==> src/rtl/rv32i_pkg.sv <==
// ----------------------------------------------------------------------------
// rv32i_pkg
// Shared decode constants and types for the RV32I operand issue stage.
//   - Major opcodes handled by the issue stage (OP, OP-IMM)
//   - funct3 encodings of the shift-immediate group (SLLI, SRLI/SRAI), the
//     only OP-IMM forms whose instr[31:25] carries a real funct7
//   - Output-stage state enumeration
//   - Immediate sign-extension helper
// ----------------------------------------------------------------------------
package rv32i_pkg;

  localparam logic [6:0] OPC_OP     = 7'b0110011;
  localparam logic [6:0] OPC_OP_IMM = 7'b0010011;

  localparam logic [2:0] F3_SLL = 3'b001;
  localparam logic [2:0] F3_SR  = 3'b101;

  localparam logic [6:0] F7_ZERO = 7'b0000000;

  // FULL and STALL both present a valid operation; STALL marks that the
  // consumer refused it at least once and the outputs are being held.
  typedef enum logic [1:0] {
    ST_EMPTY = 2'b00,
    ST_FULL  = 2'b01,
    ST_STALL = 2'b10
  } out_state_e;

  // Sign-extend a 12-bit I-type immediate to 32 bits.
  function automatic logic [31:0] sext12(input logic [11:0] imm);
    return {{20{imm[11]}}, imm};
  endfunction

endpackage

==> src/rtl/issue_scoreboard.sv <==
// ----------------------------------------------------------------------------
// issue_scoreboard
// Pending-write scoreboard: one bit per architectural register, set when an
// instruction writing that register issues, cleared when its writeback lands.
// Ports:
//   clock, reset_n      rising-edge clock, asynchronous active-low reset
//   set_en, set_idx     mark register set_idx as pending
//   clr_en, clr_idx     writeback of clr_idx completes this cycle
//   mask                registered pending mask (bit 0 always 0)
// ----------------------------------------------------------------------------
module issue_scoreboard
  import rv32i_pkg::*;
#(
  parameter int NREG = 32
) (
  input  logic            clock,
  input  logic            reset_n,
  input  logic            set_en,
  input  logic [4:0]      set_idx,
  input  logic            clr_en,
  input  logic [4:0]      clr_idx,
  output logic [NREG-1:0] mask
);

  logic [NREG-1:0] mask_r;
  logic [NREG-1:0] mask_nxt_s;

  // Next mask: clear first, then set, so a same-cycle set on the same
  // register wins; x0 can never be pending.
  always_comb begin
    mask_nxt_s = mask_r;
    if (clr_en) begin
      mask_nxt_s[clr_idx] = 1'b0;
    end else begin
      mask_nxt_s = mask_r;
    end
    if (set_en) begin
      mask_nxt_s[set_idx] = 1'b1;
    end else begin
      mask_nxt_s[set_idx] = mask_nxt_s[set_idx];
    end
    mask_nxt_s[0] = 1'b0;
  end

  // Scoreboard state register.
  always_ff @(posedge clock or negedge reset_n) begin
    if (!reset_n) begin
      mask_r <= {NREG{1'b0}};
    end else begin
      mask_r <= mask_nxt_s;
    end
  end

  assign mask = mask_r;

endmodule

==> src/rtl/operand_issue.sv <==
// ----------------------------------------------------------------------------
// operand_issue
// RV32I operand-fetch / issue stage. Decodes OP and OP-IMM instructions,
// reads the register file, stalls on RAW hazards against a pending-write
// scoreboard and presents one registered ALU operation per cycle.
// Ports:
//   clock, reset_n            rising-edge clock, asynchronous active-low reset
//   instr_valid/instr/ready   upstream instruction handshake
//   rs1_addr, rs2_addr        register-file read addresses (combinational)
//   rs1_data, rs2_data        register-file read data (combinational)
//   wb_valid, wb_rd           writeback completion, clears pending bit
//   alu_enable/out_ready      downstream handshake
//   funct7, funct3            ALU operation select
//   register_data_1/_2        ALU operands
//   out_rd                    destination register of the issued operation
//   illegal                   one-cycle pulse when an unsupported opcode is taken
// ----------------------------------------------------------------------------
module operand_issue
  import rv32i_pkg::*;
#(
  parameter int XLEN = 32,
  parameter int NREG = 32
) (
  input  logic            clock,
  input  logic            reset_n,
  input  logic            instr_valid,
  input  logic [31:0]     instr,
  output logic            instr_ready,
  output logic [4:0]      rs1_addr,
  output logic [4:0]      rs2_addr,
  input  logic [XLEN-1:0] rs1_data,
  input  logic [XLEN-1:0] rs2_data,
  input  logic            wb_valid,
  input  logic [4:0]      wb_rd,
  output logic            alu_enable,
  input  logic            out_ready,
  output logic [6:0]      funct7,
  output logic [2:0]      funct3,
  output logic [XLEN-1:0] register_data_1,
  output logic [XLEN-1:0] register_data_2,
  output logic [4:0]      out_rd,
  output logic            illegal
);

  out_state_e      state_r, state_nxt_s;
  logic [NREG-1:0] pending_s;
  logic            is_op_s, is_opimm_s, hazard_s, accept_s, issue_s;
  logic [4:0]      rd_s;
  logic [6:0]      f7_dec_s;
  logic [XLEN-1:0] op1_s, op2_s;

  logic            alu_enable_r, illegal_r;
  logic [6:0]      funct7_r;
  logic [2:0]      funct3_r;
  logic [XLEN-1:0] data1_r, data2_r;
  logic [4:0]      out_rd_r;

  assign rs1_addr = instr[19:15];
  assign rs2_addr = instr[24:20];
  assign rd_s     = instr[11:7];

  // Opcode decode, funct7 selection and operand muxing. x0 reads as zero
  // whatever the register file returns.
  always_comb begin
    is_op_s    = 1'b0;
    is_opimm_s = 1'b0;
    f7_dec_s   = F7_ZERO;
    op1_s      = (rs1_addr == 5'd0) ? {XLEN{1'b0}} : rs1_data;
    op2_s      = {XLEN{1'b0}};
    case (instr[6:0])
      OPC_OP: begin
        is_op_s  = 1'b1;
        f7_dec_s = instr[31:25];
        op2_s    = (rs2_addr == 5'd0) ? {XLEN{1'b0}} : rs2_data;
      end
      OPC_OP_IMM: begin
        is_opimm_s = 1'b1;
        op2_s      = sext12(instr[31:20]);
        // Only shifts carry a real funct7; ADDI etc. must never select SUB.
        if ((instr[14:12] == F3_SLL) || (instr[14:12] == F3_SR)) begin
          f7_dec_s = instr[31:25];
        end else begin
          f7_dec_s = F7_ZERO;
        end
      end
      default: begin
        is_op_s    = 1'b0;
        is_opimm_s = 1'b0;
      end
    endcase
  end

  // RAW hazard against the registered scoreboard; rs2 is a source only for OP,
  // and unsupported opcodes have no sources so they are never held back.
  assign hazard_s = instr_valid &
                    (((is_op_s | is_opimm_s) & pending_s[rs1_addr]) |
                     (is_op_s & pending_s[rs2_addr]));

  assign instr_ready = reset_n & ~hazard_s & ((state_r == ST_EMPTY) | out_ready);
  assign accept_s    = instr_valid & instr_ready;
  assign issue_s     = accept_s & (is_op_s | is_opimm_s);

  issue_scoreboard #(.NREG(NREG)) u_scoreboard (
    .clock   (clock),
    .reset_n (reset_n),
    .set_en  (issue_s & (rd_s != 5'd0)),
    .set_idx (rd_s),
    .clr_en  (wb_valid),
    .clr_idx (wb_rd),
    .mask    (pending_s)
  );

  // Output-stage next state: a new issue always refills; otherwise a taken
  // output drains and a refused one is held.
  always_comb begin
    state_nxt_s = state_r;
    case (state_r)
      ST_EMPTY: begin
        if (issue_s) begin
          state_nxt_s = ST_FULL;
        end else begin
          state_nxt_s = ST_EMPTY;
        end
      end
      ST_FULL, ST_STALL: begin
        if (issue_s) begin
          state_nxt_s = ST_FULL;
        end else if (out_ready) begin
          state_nxt_s = ST_EMPTY;
        end else begin
          state_nxt_s = ST_STALL;
        end
      end
      default: begin
        state_nxt_s = ST_EMPTY;
      end
    endcase
  end

  // State register plus registered valid and illegal pulse.
  always_ff @(posedge clock or negedge reset_n) begin
    if (!reset_n) begin
      state_r      <= ST_EMPTY;
      alu_enable_r <= 1'b0;
      illegal_r    <= 1'b0;
    end else begin
      state_r      <= state_nxt_s;
      alu_enable_r <= (state_nxt_s != ST_EMPTY);
      illegal_r    <= accept_s & ~is_op_s & ~is_opimm_s;
    end
  end

  // Output payload: loaded on issue, otherwise held so a stalled output stays stable.
  always_ff @(posedge clock or negedge reset_n) begin
    if (!reset_n) begin
      funct7_r <= 7'd0;
      funct3_r <= 3'd0;
      data1_r  <= {XLEN{1'b0}};
      data2_r  <= {XLEN{1'b0}};
      out_rd_r <= 5'd0;
    end else if (issue_s) begin
      funct7_r <= f7_dec_s;
      funct3_r <= instr[14:12];
      data1_r  <= op1_s;
      data2_r  <= op2_s;
      out_rd_r <= rd_s;
    end else begin
      funct7_r <= funct7_r;
      funct3_r <= funct3_r;
      data1_r  <= data1_r;
      data2_r  <= data2_r;
      out_rd_r <= out_rd_r;
    end
  end

  assign alu_enable      = alu_enable_r;
  assign illegal         = illegal_r;
  assign funct7          = funct7_r;
  assign funct3          = funct3_r;
  assign register_data_1 = data1_r;
  assign register_data_2 = data2_r;
  assign out_rd          = out_rd_r;

endmodule
==> config.mk <==
export PLATFORM = sky130hd
export DESIGN_NAME = operand_issue
export DESIGN_NICKNAME = d
export VERILOG_FILES = /design/src/rtl/rv32i_pkg.sv /design/src/rtl/issue_scoreboard.sv /design/src/rtl/operand_issue.sv
export SDC_FILE = /design/constraint.sdc
export NUM_CORES = 1
export LEC_CHECK = 0
export ABC_CLOCK_PERIOD_IN_PS = 2700
export CAP_MARGIN = 20
export CORE_MARGIN = 1.5
export CORE_UTILIZATION = 47
export CTS_CLUSTER_SIZE = 25
export DETAILED_ROUTE_END_ITERATION = 10
export DONT_BUFFER_PORTS = 1
export SLEW_MARGIN = 20
export SYNTH_ARGS = -nofsm -noshare
export SYNTH_HDL_FRONTEND = slang
export SYNTH_SLANG_ARGS = --single-unit
==> constraint.sdc <==
create_clock -name clock -period 2.7 [get_ports clock]
set_clock_uncertainty 0.1 [all_clocks]
set_input_delay 0.405 -clock clock [delete_from_list [all_inputs] [get_ports clock]]
set_output_delay 0.405 -clock clock [all_outputs]
set_load 0.02 [all_outputs]
== Yosys cells after proc, flatten, opt, wreduce, memory -nomap -nowiden ==
Index checks and enable logic that the tools add are counted.

* Bits in writable memories: 0
* Latch bits: 0
* Word-level logic and storage cells: 73
* Memories: 0
* Flip-flop bits (word level): 114
* ROM bits: 0

* Div/mod/pow operators: 0
* Shift operators: 0
* Add/subtract/negate cells: 0
* Muxes and demuxes: 24
* Reduce and logical (&&, ||, !) cells: 9
* $lt $le $gt $ge: 6
* Eq/ne operators: 6
* Bitwise gates (word level): 19
* Multipliers: 0

{| class="wikitable"
|+ Operators with widths
! cell !! number
|-
| 32-bit two-way mux || 4
|-
| 32-bit case mux with 2 select lines || 1
|-
| 32-bit AND || 1
|-
| 32-bit bitwise mux || 1
|-
| 32-bit inverter || 1
|-
| 32-bit OR || 1
|-
| 5-bit by 6-bit less-than comparator with 1-bit output (second input constant) || 4
|-
| 1-bit binary-select mux with 5-bit select || 3
|-
| 7-bit case mux with 2 select lines || 1
|-
| 1-bit AND || 10
|-
| 1-bit demux with 5-bit select || 2
|-
| 5-bit by 1-bit >= comparator with 1-bit output (second input constant) || 2
|-
| 5-bit zero test || 2
|-
| 1-bit two-way mux || 8
|-
| 7-bit by 5-bit == test with 1-bit output (second input constant) || 1
|-
| 7-bit by 6-bit == test with 1-bit output (second input constant) || 1
|-
| 7-bit two-way mux || 1
|-
| 5-bit nonzero test || 1
|-
| 2-bit two-way mux || 2
|-
| 2-bit case mux with 2 select lines || 1
|-
| 3-bit by 1-bit == test with 1-bit output (second input constant) || 1
|-
| 3-bit == test (second input constant) || 1
|-
| 1-bit inverter || 3
|-
| 1-bit OR || 3
|-
| other kinds (7) || 8
|}

== Logic depth before layout (Yosys ltp) ==
Gate-level depths: netlist of run 1.

* Depth in word-level cells: 14
* Mapped depth: 12
* Mapped depth without buffers: 7

== By module ==
Synthesis of run 1 repeated with hierarchy kept, for this count alone.

* Cell total of the unflattened synthesis: 560
* Area, all modules: 5,948.2 um^2

{| class="wikitable"
|+ By module, submodules not included
! module !! cells an instance !! instances !! seq. area each (um^2) !! area an instance (um^2)
|-
| operand_issue || 409 || 1 || 2,077.0 || 4,439.3
|-
| issue_scoreboard || 151 || 1 || 775.7 || 1,508.9
|}

== Worst setup path before layout of run 1 ==
Ideal clock, no wire load.

* Path kind: input port to flip-flop
* Start: input port instr[16]
* End: register u_scoreboard.mask_r[4] (netlist: u_scoreboard.mask[4])
* Slack: 0.103 ns
* Arrival time: 2.405 ns
* Stages on the path: 10
* Setup time: 0.092 ns
* Required time: 2.508 ns
* Buffers on the path: 3
* Path through: buf_2 -> buf_4 -> mux2_2 -> o22ai_1 -> nor4b_1 -> nor3_2 -> nand3_4 -> buf_6 -> or4b_4 -> o31ai_2

* Longest elaborated chain between the ends: 12

{| class="wikitable"
|+ RTL lines
! what !! RTL line !! RTL
|-
| from (decl) || operand_issue.sv:27 || <nowiki>input logic [31:0] instr,</nowiki>
|-
| 1-bit binary-select mux with 5-bit select || operand_issue.sv:96 || <nowiki>(((is_op_s | is_opimm_s) & pending_s[rs1_addr]) |</nowiki>
|-
| 1-bit two-way mux (not written as such) || operand_issue.sv:96 ||
|-
| 1-bit AND || operand_issue.sv:96 ||
|-
| 1-bit OR || operand_issue.sv:96 ||
|-
| 1-bit AND || operand_issue.sv:95 || <nowiki>assign hazard_s = instr_valid &</nowiki>
|-
| 1-bit inverter || operand_issue.sv:99 || <nowiki>assign instr_ready = reset_n & ~hazard_s & ((state_r == ST_EMPTY) | out_ready);</nowiki>
|-
| 1-bit AND (2 in series) || operand_issue.sv:99 ||
|-
| 1-bit AND || operand_issue.sv:100 || <nowiki>assign accept_s = instr_valid & instr_ready;</nowiki>
|-
| 1-bit AND || operand_issue.sv:101 || <nowiki>assign issue_s = accept_s & (is_op_s | is_opimm_s);</nowiki>
|-
| 1-bit AND || operand_issue.sv:106 || <nowiki>.set_en (issue_s & (rd_s != 5'd0)),</nowiki>
|-
| 32-bit two-way mux || issue_scoreboard.sv:37 || <nowiki>if (set_en) begin</nowiki>
|-
| named net u_scoreboard.mask_nxt_s[4] || issue_scoreboard.sv:26 || <nowiki>logic [NREG-1:0] mask_nxt_s;</nowiki>
|-
| to (signal assigned) || issue_scoreboard.sv:48 || <nowiki>mask_r <= {NREG{1'b0}};</nowiki>
|-
| to (signal assigned) || issue_scoreboard.sv:50 || <nowiki>mask_r <= mask_nxt_s;</nowiki>
|-
| to (decl) || issue_scoreboard.sv:25 || <nowiki>logic [NREG-1:0] mask_r;</nowiki>
|}

The timed path passes the listed nets, and every way through them passes these cells. The select of a mux whose other input is x is not followed.
A chain may end at the register's enable or synchronous reset.

== Worst setup path after layout of run 1 ==
* Start: register u_scoreboard.mask_r[24] (netlist: u_scoreboard.mask[24])
* End: output port instr_ready

* Longest elaborated chain between the ends: 8

{| class="wikitable"
|+ RTL lines
! what !! RTL line !! RTL
|-
| 1-bit binary-select mux with 5-bit select (on tied branches) || operand_issue.sv:96, operand_issue.sv:97 ||
|-
| 1-bit two-way mux (on tied branches) || operand_issue.sv:96, operand_issue.sv:97 ||
|-
| 1-bit AND (on tied branches) || operand_issue.sv:96, operand_issue.sv:97 ||
|-
| 1-bit OR (*) || operand_issue.sv:96 ||
|-
| 1-bit AND (*) || operand_issue.sv:95 ||
|-
| 1-bit inverter (*) || operand_issue.sv:99 ||
|-
| 1-bit AND (*) (2 in series) || operand_issue.sv:99 ||
|-
| to (decl) || operand_issue.sv:28 || <nowiki>output logic instr_ready,</nowiki>
|}

Mark *: on every way between the ends. The rest lies on a longest branch, timed or not. The select of a mux whose other input is x is not followed.

==> report_table.html, run 1 <==
<table>
<tr><th>Metric</th><th>Value</th></tr>
<tr><th colspan="2">Outcome</th></tr>
<tr><td>Run status</td><td>finished, violations left</td></tr>
<tr><td>Failing checks</td><td>negative hold slack</td></tr>
<tr><th colspan="2">Logic synthesis</th></tr>
<tr><td>Number of warnings issued by yosys</td><td>0</td></tr>
<tr><td>FF+latch count, synth</td><td>roughly 110</td></tr>
<tr><td>Fraction of registers with async set/reset</td><td>1.00</td></tr>
<tr><td>Post-synthesis instance area</td><td>between 6000 and 7000 um2</td></tr>
<tr><td>Adder and majority cell fraction of the synthesized area</td><td>0.00413</td></tr>
<tr><td>Syn Inst Count</td><td>between 600 and 700</td></tr>
<tr><td>Number of flops mapped to enable cells by yosys</td><td>0</td></tr>
<tr><td>Sequential cell area fraction in the yosys report</td><td>0.471</td></tr>
<tr><td>Parity-gate share of the synthesized area counting xor and xnor cells</td><td>0.00289</td></tr>
<tr><td>Post-synthesis mux area share</td><td>0.103</td></tr>
<tr><td>Synthesized area divided by synthesized cell count</td><td>between 9 and 10 um2</td></tr>
<tr><td>Most used flip-flop cell after synthesis</td><td>sky130_fd_sc_hd__dfrtp_1</td></tr>
<tr><td>Post-synthesis simple-gate area fraction</td><td>0.168</td></tr>
<tr><td>Post-synthesis cell type count</td><td>67</td></tr>
<tr><td>Compound-gate portion of the synthesized area</td><td>0.194</td></tr>
<tr><td>Main combinational cell family by area after synthesis</td><td>compound AO/OA/AOI/OAI gates</td></tr>
<tr><td>Post-synthesis net count</td><td>about 750</td></tr>
<tr><th colspan="2">Placement</th></tr>
<tr><td>Post-Place Worst Slack</td><td>~71 ps</td></tr>
<tr><td>Routability congestion estimate</td><td>0.965</td></tr>
<tr><td>Port Buffers</td><td>0</td></tr>
<tr><td>DPL Wire Length</td><td>roughly 12000 um</td></tr>
<tr><th colspan="2">STA</th></tr>
<tr><td>Share of the cycle needed by the critical path after routing</td><td>0.985</td></tr>
<tr><td>Final hold violations</td><td>114</td></tr>
<tr><td>Worst rel slew slack</td><td>0.312</td></tr>
<tr><td>Highest clock rate</td><td>about 380 MHz</td></tr>
<tr><td>RSZ-0062 raised after global routing</td><td>yes</td></tr>
<tr><td>Total Negative Setup Slacks</td><td>0 ps</td></tr>
<tr><td>Actual slew at the worst max-slew pin</td><td>1030 ps</td></tr>
<tr><td>Final count of negative-setup-slack endpoints</td><td>0</td></tr>
<tr><td>Number of pins exceeding their max-slew limit in the final report</td><td>0</td></tr>
<tr><td>Worst path setup slack after routing</td><td>between 40 and 50 ps</td></tr>
<tr><td>Post-route worst hold slack</td><td>-412 ps</td></tr>
<tr><td>Post-layout min period</td><td>2660 ps</td></tr>
<tr><th colspan="2">Cells and area</th></tr>
<tr><td>Leading cell type in the layout, fill and taps excluded</td><td>sky130_fd_sc_hd__nand2_1</td></tr>
<tr><td>Inserted Diodes</td><td>0</td></tr>
<tr><td>Share of final-layout standard cells stronger than drive strength 1</td><td>0.148</td></tr>
<tr><td>Commonest non-fill, non-tap cells in the layout</td><td>128 x sky130_fd_sc_hd__nand2_1, 114 x sky130_fd_sc_hd__dfrtp_1, 88 x sky130_fd_sc_hd__o21ai_0</td></tr>
<tr><td>Layout-stage area growth over the synthesis result</td><td>12.6%</td></tr>
<tr><td>Final layout net count</td><td>about 740</td></tr>
<tr><th colspan="2">Power and ir drop</th></tr>
<tr><td>Maximum vdd ir drop</td><td>just under 400 uV</td></tr>
<tr><td>Post-layout power</td><td>~4200 uW</td></tr>
<tr><td>Pwr per Cell Area</td><td>618 nW/um2</td></tr>
<tr><td>Leak Pwr</td><td>0.00295 uW</td></tr>
<tr><th colspan="2">Drt</th></tr>
<tr><td>Antenna violation net count after detailed routing</td><td>0</td></tr>
<tr><td>Detailed-router iteration count before antenna repair</td><td>5</td></tr>
<tr><td>Routed wire per std cell</td><td>around 20 um</td></tr>
<tr><td>Vias</td><td>4900</td></tr>
<tr><td>Total wirelength of the detailed-routed design</td><td>around 16000 um</td></tr>
<tr><td>Drt initial violations</td><td>between 200 and 300</td></tr>
<tr><td>Via density per instance</td><td>between 6 and 7</td></tr>
<tr><td>Detailed-route DRC error count</td><td>0</td></tr>
<tr><th colspan="2">Global route</th></tr>
<tr><td>Vias in the first global route</td><td>roughly 4600</td></tr>
<tr><td>Leftover overflow at the end of global routing</td><td>0</td></tr>
<tr><td>First-pass GRT wire length</td><td>~24000 um</td></tr>
<tr><td>Largest net degree at the start of global routing</td><td>around 120</td></tr>
<tr><td>Antenna violations before repair</td><td>0</td></tr>
<tr><td>Overall track demand over capacity in global routing</td><td>0.233</td></tr>
<tr><th colspan="2">Clocking</th></tr>
<tr><td>Number of buffers added by the clock tree synthesis step</td><td>17</td></tr>
<tr><td>Num Clock Sinks</td><td>114</td></tr>
<tr><td>Max Buffers Root-to-Sink</td><td>2</td></tr>
<tr><td>Hold-fix buffer count after cts</td><td>3</td></tr>
<tr><td>Count of H-tree levels built during CTS</td><td>4</td></tr>
<tr><td>Worst-Skew Late Latency</td><td>410 ps</td></tr>
<tr><td>Clk root buf</td><td>sky130_fd_sc_hd__clkbuf_16</td></tr>
<tr><td>CTS tree</td><td>built</td></tr>
<tr><td>Clock-pin slew reported for the worst setup and hold paths after clock tree synthesis</td><td>about 50 ps</td></tr>
<tr><th colspan="2">Worst setup path</th></tr>
<tr><td>Cell at the slowest stage of the critical path</td><td>sky130_fd_sc_hd__mux4_2</td></tr>
<tr><td>Stage delay of the slowest cell on the critical path</td><td>about 470 ps</td></tr>
<tr><td>R2r setup slk</td><td>120 ps</td></tr>
<tr><td>Startpoint of the worst register-to-register path</td><td>u_scoreboard.mask[24]</td></tr>
<tr><td>Worst Setup Start Kind</td><td>register</td></tr>
<tr><td>Required time of the critical path</td><td>about 2200 ps</td></tr>
<tr><td>Cells on worst reg2reg path</td><td>9</td></tr>
<tr><td>Cell-by-cell trace of the critical path</td><td>mux4_2 &gt; o211a_1 &gt; nor3_4 &gt; nand2_2 &gt; a31oi_4 &gt; buf_6</td></tr>
<tr><td>Data arrival time at the worst-slack endpoint</td><td>2150 ps</td></tr>
<tr><td>Worst Setup End Kind</td><td>output port</td></tr>
<tr><td>Capture instance of the worst register-to-register path</td><td>u_scoreboard.mask[9]</td></tr>
<tr><td>CP Max Fanout</td><td>3</td></tr>
<tr><td>Worst setup path category</td><td>reg -&gt; out</td></tr>
<tr><th colspan="2">Die</th></tr>
<tr><td>Standard-cell row count</td><td>between 40 and 50</td></tr>
<tr><td>Die width</td><td>about 120 um</td></tr>
<tr><td>Area of the die</td><td>around 14000 um2</td></tr>
<tr><td>Effective utilization at floorplan</td><td>0.480</td></tr>
<tr><td>Core Area</td><td>12600 um2</td></tr>
<tr><td>I/O pin cnt</td><td>198</td></tr>
<tr><td>Die H</td><td>117 um</td></tr>
<tr><th colspan="2">Hold path</th></tr>
<tr><td>Hold Path Class</td><td>in -&gt; async</td></tr>
<tr><th colspan="2">Run</th></tr>
<tr><td>Number of maximum-capacitance violations</td><td>0</td></tr>
</table>
## synthesized netlist by cell type, types with 3 or more instances
| master | number | share of area |
|---|---|---|
| sky130_fd_sc_hd__o31ai_1 | 11 | 0.014 |
| sky130_fd_sc_hd__nor2b_1 | 4 | 0.0041 |
| sky130_fd_sc_hd__nand2_1 | 130 | 0.081 |
| sky130_fd_sc_hd__o21ai_0 | 88 | 0.073 |
| sky130_fd_sc_hd__nor3_1 | 9 | 0.0074 |
| sky130_fd_sc_hd__o211ai_1 | 3 | 0.0037 |
| sky130_fd_sc_hd__mux4_2 | 6 | 0.022 |
| sky130_fd_sc_hd__nand3_1 | 5 | 0.0041 |
| sky130_fd_sc_hd__dfrtp_1 | 114 | 0.47 |
| sky130_fd_sc_hd__nor2_1 | 20 | 0.012 |
| sky130_fd_sc_hd__mux2_2 | 16 | 0.030 |
| sky130_fd_sc_hd__o21a_1 | 5 | 0.0062 |
| sky130_fd_sc_hd__nor4b_1 | 3 | 0.0043 |
| sky130_fd_sc_hd__clkbuf_1 | 29 | 0.018 |
| sky130_fd_sc_hd__o32a_1 | 5 | 0.0083 |
| sky130_fd_sc_hd__inv_1 | 6 | 0.0037 |
| sky130_fd_sc_hd__o22ai_1 | 3 | 0.0031 |
| sky130_fd_sc_hd__or3_1 | 5 | 0.0052 |
| sky130_fd_sc_hd__nand3b_1 | 6 | 0.0074 |
| sky130_fd_sc_hd__mux2i_1 | 27 | 0.045 |
| sky130_fd_sc_hd__o21ai_1 | 9 | 0.0074 |
| sky130_fd_sc_hd__or3b_2 | 3 | 0.0043 |
| sky130_fd_sc_hd__o221ai_1 | 11 | 0.016 |
| sky130_fd_sc_hd__a21oi_1 | 23 | 0.019 |
| sky130_fd_sc_hd__a22oi_1 | 12 | 0.015 |
| sky130_fd_sc_hd__buf_2 | 7 | 0.0058 |
| sky130_fd_sc_hd__nand2b_1 | 10 | 0.010 |
| sky130_fd_sc_hd__buf_4 | 19 | 0.024 |
## metal layers
layer  wire (um)  track usage
met1        6610        0.287
met2        7790        0.382
met3        1620       0.0815
met4         286       0.0851
met5           0            0
## final cells by class
type	count	area (um2)
Tap cell	172	215
Multi-Input combinational cell	459	2900
Inverter	6	22.5
Clock buffer	23	478
Fill cell	1158	5800
Sequential cell	114	2850
Timing Repair Buffer	30	274
Clock inverter	9	81.3
## sequential cells by signal, indices dropped and copies added (netlist names)
| name | count |
|---|---|
| register_data_1 | 32 |
| register_data_2 | 32 |
| u_scoreboard.mask | 31 |
| funct7 | 7 |
| out_rd | 5 |
| funct3 | 3 |
| state_r | 2 |
| alu_enable | 1 |
| illegal | 1 |
## cells by family after synthesis
group	count (synthesis)
XOR/XNOR	2
multiplexers	51
AND/OR/NAND/NOR	214
adder cells (fa/ha/maj)	2
AO/OA/AOI/OAI	190
flip-flops	114
buffers and inverters	65
## report_power, final
group	switching [uW]	leakage, uW	total, uW	internal (uW)
Sequential	115	0.00158	1890	1780
Clock	751	0.000269	2080	1330
Combinational	118	0.00110	245	126
## worst max path at each step
| stage | end | from | slack (ps) |
|---|---|---|---|
| after floorplan | u_scoreboard.mask[4] | instr[16] | 100 |
| final | instr_ready | u_scoreboard.mask[24] | 40 |
| after global routing | instr_ready | u_scoreboard.mask[24] | -50 |
| after CTS | instr_ready | u_scoreboard.mask[28] | 3 |
| after global placement | u_scoreboard.mask[16] | wb_rd[4] | 110 |
| after detailed placement | u_scoreboard.mask[27] | instr[6] | 70 |
## per-stage QoR
stage / area, um2 / instances / utilization
2_1_floorplan: 6060 / 638 / -
5_1_grt: 6820 / 813 / 0.541
4_1_cts: 6790 / 812 / 0.538
3_3_place_gp: 6110 / 765 / 0.484
3_5_place_dp: 6110 / 765 / 0.484
6_report: 6820 / 813 / 0.541
## critical path, delay by kind of cell, from the launching register on
family | cells | cell delay, ps
DFF | 1 | 420
AOI/OAI and AO/OA | 2 | 420
and+or+nand+nor | 2 | 290
buffers and inverters | 1 | 140
muxes | 1 | 470
## repair_timing
| action | 4_1_cts | 5_1_grt |
|---|---|---|
| pin swaps | 5 | 3 |
| hold endpoints to repair | 116 | 114 |
| setup endpoints to repair | 1 | 13 |
| buffers inserted | 12 | 1 |
| resized for setup | 4 | 4 |
No activity file was read; power rests on OpenSTA's default activity.
==> run 2: changes to the inputs <==
- CORE_MARGIN: 1.5 -> 4
==> report_table.html, run 2 (synthesis results as in run 1) <==
<table>
<tr><th>Metric</th><th>Value</th></tr>
<tr><th colspan="2">Cells and area</th></tr>
<tr><td>Fin area</td><td>6880 um2 (+0.79%)</td></tr>
<tr><td>Leading cell type in the layout, fill and taps excluded</td><td>sky130_fd_sc_hd__nand2_1</td></tr>
<tr><td>Final non-filler cell total</td><td>814 (+0.12%)</td></tr>
<tr><td>Share of final-layout standard cells stronger than drive strength 1</td><td>0.146 (-0.00179)</td></tr>
<tr><td>Layout-stage area growth over the synthesis result</td><td>13.5%</td></tr>
<tr><td>Commonest non-fill, non-tap cells in the layout</td><td>130 x sky130_fd_sc_hd__nand2_1, 114 x sky130_fd_sc_hd__dfrtp_1, 88 x sky130_fd_sc_hd__o21ai_0</td></tr>
<tr><td>Inserted Diodes</td><td>0 (unchanged)</td></tr>
<tr><td>Final layout net count</td><td>738 (+0.27%)</td></tr>
<tr><th colspan="2">STA</th></tr>
<tr><td>RSZ-0062 raised after global routing</td><td>yes</td></tr>
<tr><td>Highest clock rate</td><td>374 MHz (-0.57%)</td></tr>
<tr><td>Post-route worst hold slack</td><td>-407 ps (+4.95 ps)</td></tr>
<tr><td>Worst rel slew slack</td><td>0.328 (+0.0155)</td></tr>
<tr><td>Share of the cycle needed by the critical path after routing</td><td>0.990 (+0.00565)</td></tr>
<tr><td>Post-layout min period</td><td>2670 ps (+15.3 ps)</td></tr>
<tr><td>Number of pins exceeding their max-slew limit in the final report</td><td>0 (unchanged)</td></tr>
<tr><td>Actual slew at the worst max-slew pin</td><td>1010 ps (-23.2 ps)</td></tr>
<tr><td>Final count of negative-setup-slack endpoints</td><td>0 (unchanged)</td></tr>
<tr><td>Final hold violations</td><td>114 (unchanged)</td></tr>
<tr><td>Total Negative Setup Slacks</td><td>0 ps (unchanged)</td></tr>
<tr><th colspan="2">Clocking</th></tr>
<tr><td>Max Buffers Root-to-Sink</td><td>2 (unchanged)</td></tr>
<tr><td>Clock-pin slew reported for the worst setup and hold paths after clock tree synthesis</td><td>60 ps (about the same)</td></tr>
<tr><td>Worst-Skew Late Latency</td><td>410 ps (about the same)</td></tr>
<tr><td>Number of buffers added by the clock tree synthesis step</td><td>17 (unchanged)</td></tr>
<tr><td>Clk root buf</td><td>sky130_fd_sc_hd__clkbuf_16</td></tr>
<tr><td>Hold-fix buffer count after cts</td><td>3 (unchanged)</td></tr>
<tr><td>Count of H-tree levels built during CTS</td><td>4 (unchanged)</td></tr>
<tr><td>CTS tree</td><td>built</td></tr>
<tr><td>Num Clock Sinks</td><td>114 (unchanged)</td></tr>
<tr><th colspan="2">Worst setup path</th></tr>
<tr><td>Data arrival time at the worst-slack endpoint</td><td>2170 ps (+20 ps)</td></tr>
<tr><td>R2r setup slk</td><td>170 ps (+50 ps)</td></tr>
<tr><td>Cell at the slowest stage of the critical path</td><td>sky130_fd_sc_hd__mux4_2</td></tr>
<tr><td>Worst setup path category</td><td>reg -&gt; out</td></tr>
<tr><td>Stage delay of the slowest cell on the critical path</td><td>470 ps (about the same)</td></tr>
<tr><td>Crit path depth</td><td>7 (+1)</td></tr>
<tr><td>Cell-by-cell trace of the critical path</td><td>mux4_2 &gt; mux2_4 &gt; nand2_1 &gt; a2111o_2 &gt; nand2_1 &gt; a31oi_1 &gt; buf_4</td></tr>
<tr><td>Count of buffering cells on the critical path with inverters included</td><td>1 (unchanged)</td></tr>
<tr><td>Worst path most repeated cell</td><td>sky130_fd_sc_hd__nand2_1</td></tr>
<tr><td>Worst Setup End Kind</td><td>output port</td></tr>
<tr><td>Cells on worst reg2reg path</td><td>8 (-1)</td></tr>
<tr><td>Top delay family on crit path</td><td>multiplexers</td></tr>
<tr><td>CP Max Fanout</td><td>3 (unchanged)</td></tr>
<tr><td>Worst Setup Start Kind</td><td>register</td></tr>
<tr><td>Required time of the critical path</td><td>2190 ps (about the same)</td></tr>
<tr><th colspan="2">Placement</th></tr>
<tr><td>DPL Wire Length</td><td>12100 um (+5.1%)</td></tr>
<tr><td>Routability congestion estimate</td><td>0.860 (-11%)</td></tr>
<tr><td>Port Buffers</td><td>0 (unchanged)</td></tr>
<tr><td>Placed Cells incl. Taps</td><td>767 (+0.26%)</td></tr>
<tr><td>Placed standard-cell area</td><td>6130 um2 (+0.45%)</td></tr>
<tr><th colspan="2">Global route</th></tr>
<tr><td>Antenna violations before repair</td><td>0 (unchanged)</td></tr>
<tr><td>Vias in the first global route</td><td>4862 (+4.8%)</td></tr>
<tr><td>Leftover overflow at the end of global routing</td><td>0 (unchanged)</td></tr>
<tr><td>Largest net degree at the start of global routing</td><td>117 (unchanged)</td></tr>
<tr><td>First-pass GRT wire length</td><td>26200 um (+9.1%)</td></tr>
<tr><td>Overall track demand over capacity in global routing</td><td>0.227 (-0.00636)</td></tr>
<tr><th colspan="2">Power and ir drop</th></tr>
<tr><td>Leak Pwr</td><td>0.00298 uW (+1.1%)</td></tr>
<tr><td>Part of the power in combinational logic</td><td>0.054 (-0.004)</td></tr>
<tr><td>Relative contribution of sequential cells to total power</td><td>0.431 (-0.017)</td></tr>
<tr><td>Pwr per Cell Area</td><td>639 nW/um2 (+3.4%)</td></tr>
<tr><td>Maximum vdd ir drop</td><td>473 uV (+22%)</td></tr>
<tr><td>Internal cell power</td><td>3420 uW (+5.7%)</td></tr>
<tr><td>Clk network pwr share</td><td>0.515 (+0.022)</td></tr>
<tr><td>Switching share of total power</td><td>0.222 (-0.0113)</td></tr>
<tr><td>Net load switching power</td><td>975 uW (-0.86%)</td></tr>
<tr><th colspan="2">Drt</th></tr>
<tr><td>Detailed-router iteration count before antenna repair</td><td>5 (unchanged)</td></tr>
<tr><td>Antenna violation net count after detailed routing</td><td>0 (unchanged)</td></tr>
<tr><td>Vias</td><td>4848 (-1.1%)</td></tr>
<tr><td>Total wirelength of the detailed-routed design</td><td>16800 um (+3.2%)</td></tr>
<tr><td>Drt initial violations</td><td>283 (+1.8%)</td></tr>
<tr><td>Via density per instance</td><td>5.96 (-1.2%)</td></tr>
<tr><td>Detailed-route DRC error count</td><td>0 (unchanged)</td></tr>
<tr><td>Routed wire per std cell</td><td>20.7 um (+3.1%)</td></tr>
<tr><th colspan="2">Die</th></tr>
<tr><td>I/O pin cnt</td><td>198 (unchanged)</td></tr>
<tr><td>Core Area</td><td>12600 um2 (unchanged)</td></tr>
<tr><td>Die H</td><td>122 um (+4.3%)</td></tr>
<tr><td>Area of the die</td><td>14800 um2 (+8.8%)</td></tr>
<tr><td>Standard-cell row count</td><td>41 (unchanged)</td></tr>
<tr><td>Effective utilization at floorplan</td><td>0.480 (unchanged)</td></tr>
<tr><td>Die width</td><td>122 um (+4.3%)</td></tr>
<tr><th colspan="2">Outcome</th></tr>
<tr><td>Failing checks</td><td>negative hold slack</td></tr>
<tr><td>Run status</td><td>finished, violations left</td></tr>
<tr><th colspan="2">Run</th></tr>
<tr><td>Number of maximum-capacitance violations</td><td>0 (unchanged)</td></tr>
<tr><th colspan="2">Hold path</th></tr>
<tr><td>Hold Path Class</td><td>in -&gt; async</td></tr>
</table>
==> run 2: path summary, 6_finish.rpt <==
kind | from | to
min in group clock | instr[30] | funct7[5]
min reg2reg | u_scoreboard.mask[19] | u_scoreboard.mask[19]
max | u_scoreboard.mask[12] | instr_ready
max reg2reg | u_scoreboard.mask[7] | out_rd[4]
max in group asynchronous | reset_n | u_scoreboard.mask[8]
min | reset_n | register_data_2[16]
==> run 2: routing by layer <==
layer / up-vias / global-route usage / wire length (um)
met5: - / 0 / 0
met1: 2330 / 0.295 / 7080
met3: 16 / 0.0720 / 1500
met4: 0 / 0.0742 / 163
li1: 2274 / - / -
met2: 228 / 0.362 / 8080
==> run 2: worst reg2reg max path: cells and delay by family (launching register included) <==
| kind | cells | cell delay, ps |
|---|---|---|
| and+or+nand+nor | 2 | 150 |
| AOI/OAI and AO/OA | 2 | 750 |
| buffers and inverters | 2 | 420 |
| DFF | 1 | 350 |
| muxes | 2 | 640 |
==> run 2: stage by stage <==
| stage | utilization | setup slack, ps | total power, uW |
|---|---|---|---|
| after floorplan | - | 103 | 2120 |
| after global placement | 0.486 | 105 | 2130 |
| after detailed placement | 0.486 | 116 | 2140 |
| after CTS | 0.544 | 32.2 | 4430 |
| after global routing | 0.545 | -96.8 | 4550 |
| final | 0.545 | 25.9 | 4390 |
==> run 2: power by group through the flow <==
stage	Combinational, uW	Clock [uW]	Sequential, uW
after floorplan	228	0	1890
after global placement	212	0	1920
after detailed placement	219	0	1920
after CTS	235	2310	1890
after global routing	265	2390	1900
final	237	2260	1890
==> run 2: area by class of cell <==
cell class                 count  area, um2
fill                        1153       5740
tap                          172        215
timing repair buffer          32        298
multi-input combinational    459       2880
clock inverter                 8        128
clock buffer                  23        478
inverter                       6       22.5
sequential                   114       2850
==> run 2: repair_timing <==
item / in CTS / in global routing
cloned: 0 / 0
endpoints found under the setup margin: 1 / 1
pin swaps: 4 / 1
setup buffers: 12 / 1
endpoints found under the hold margin: 116 / 114
resized for setup: 4 / 0
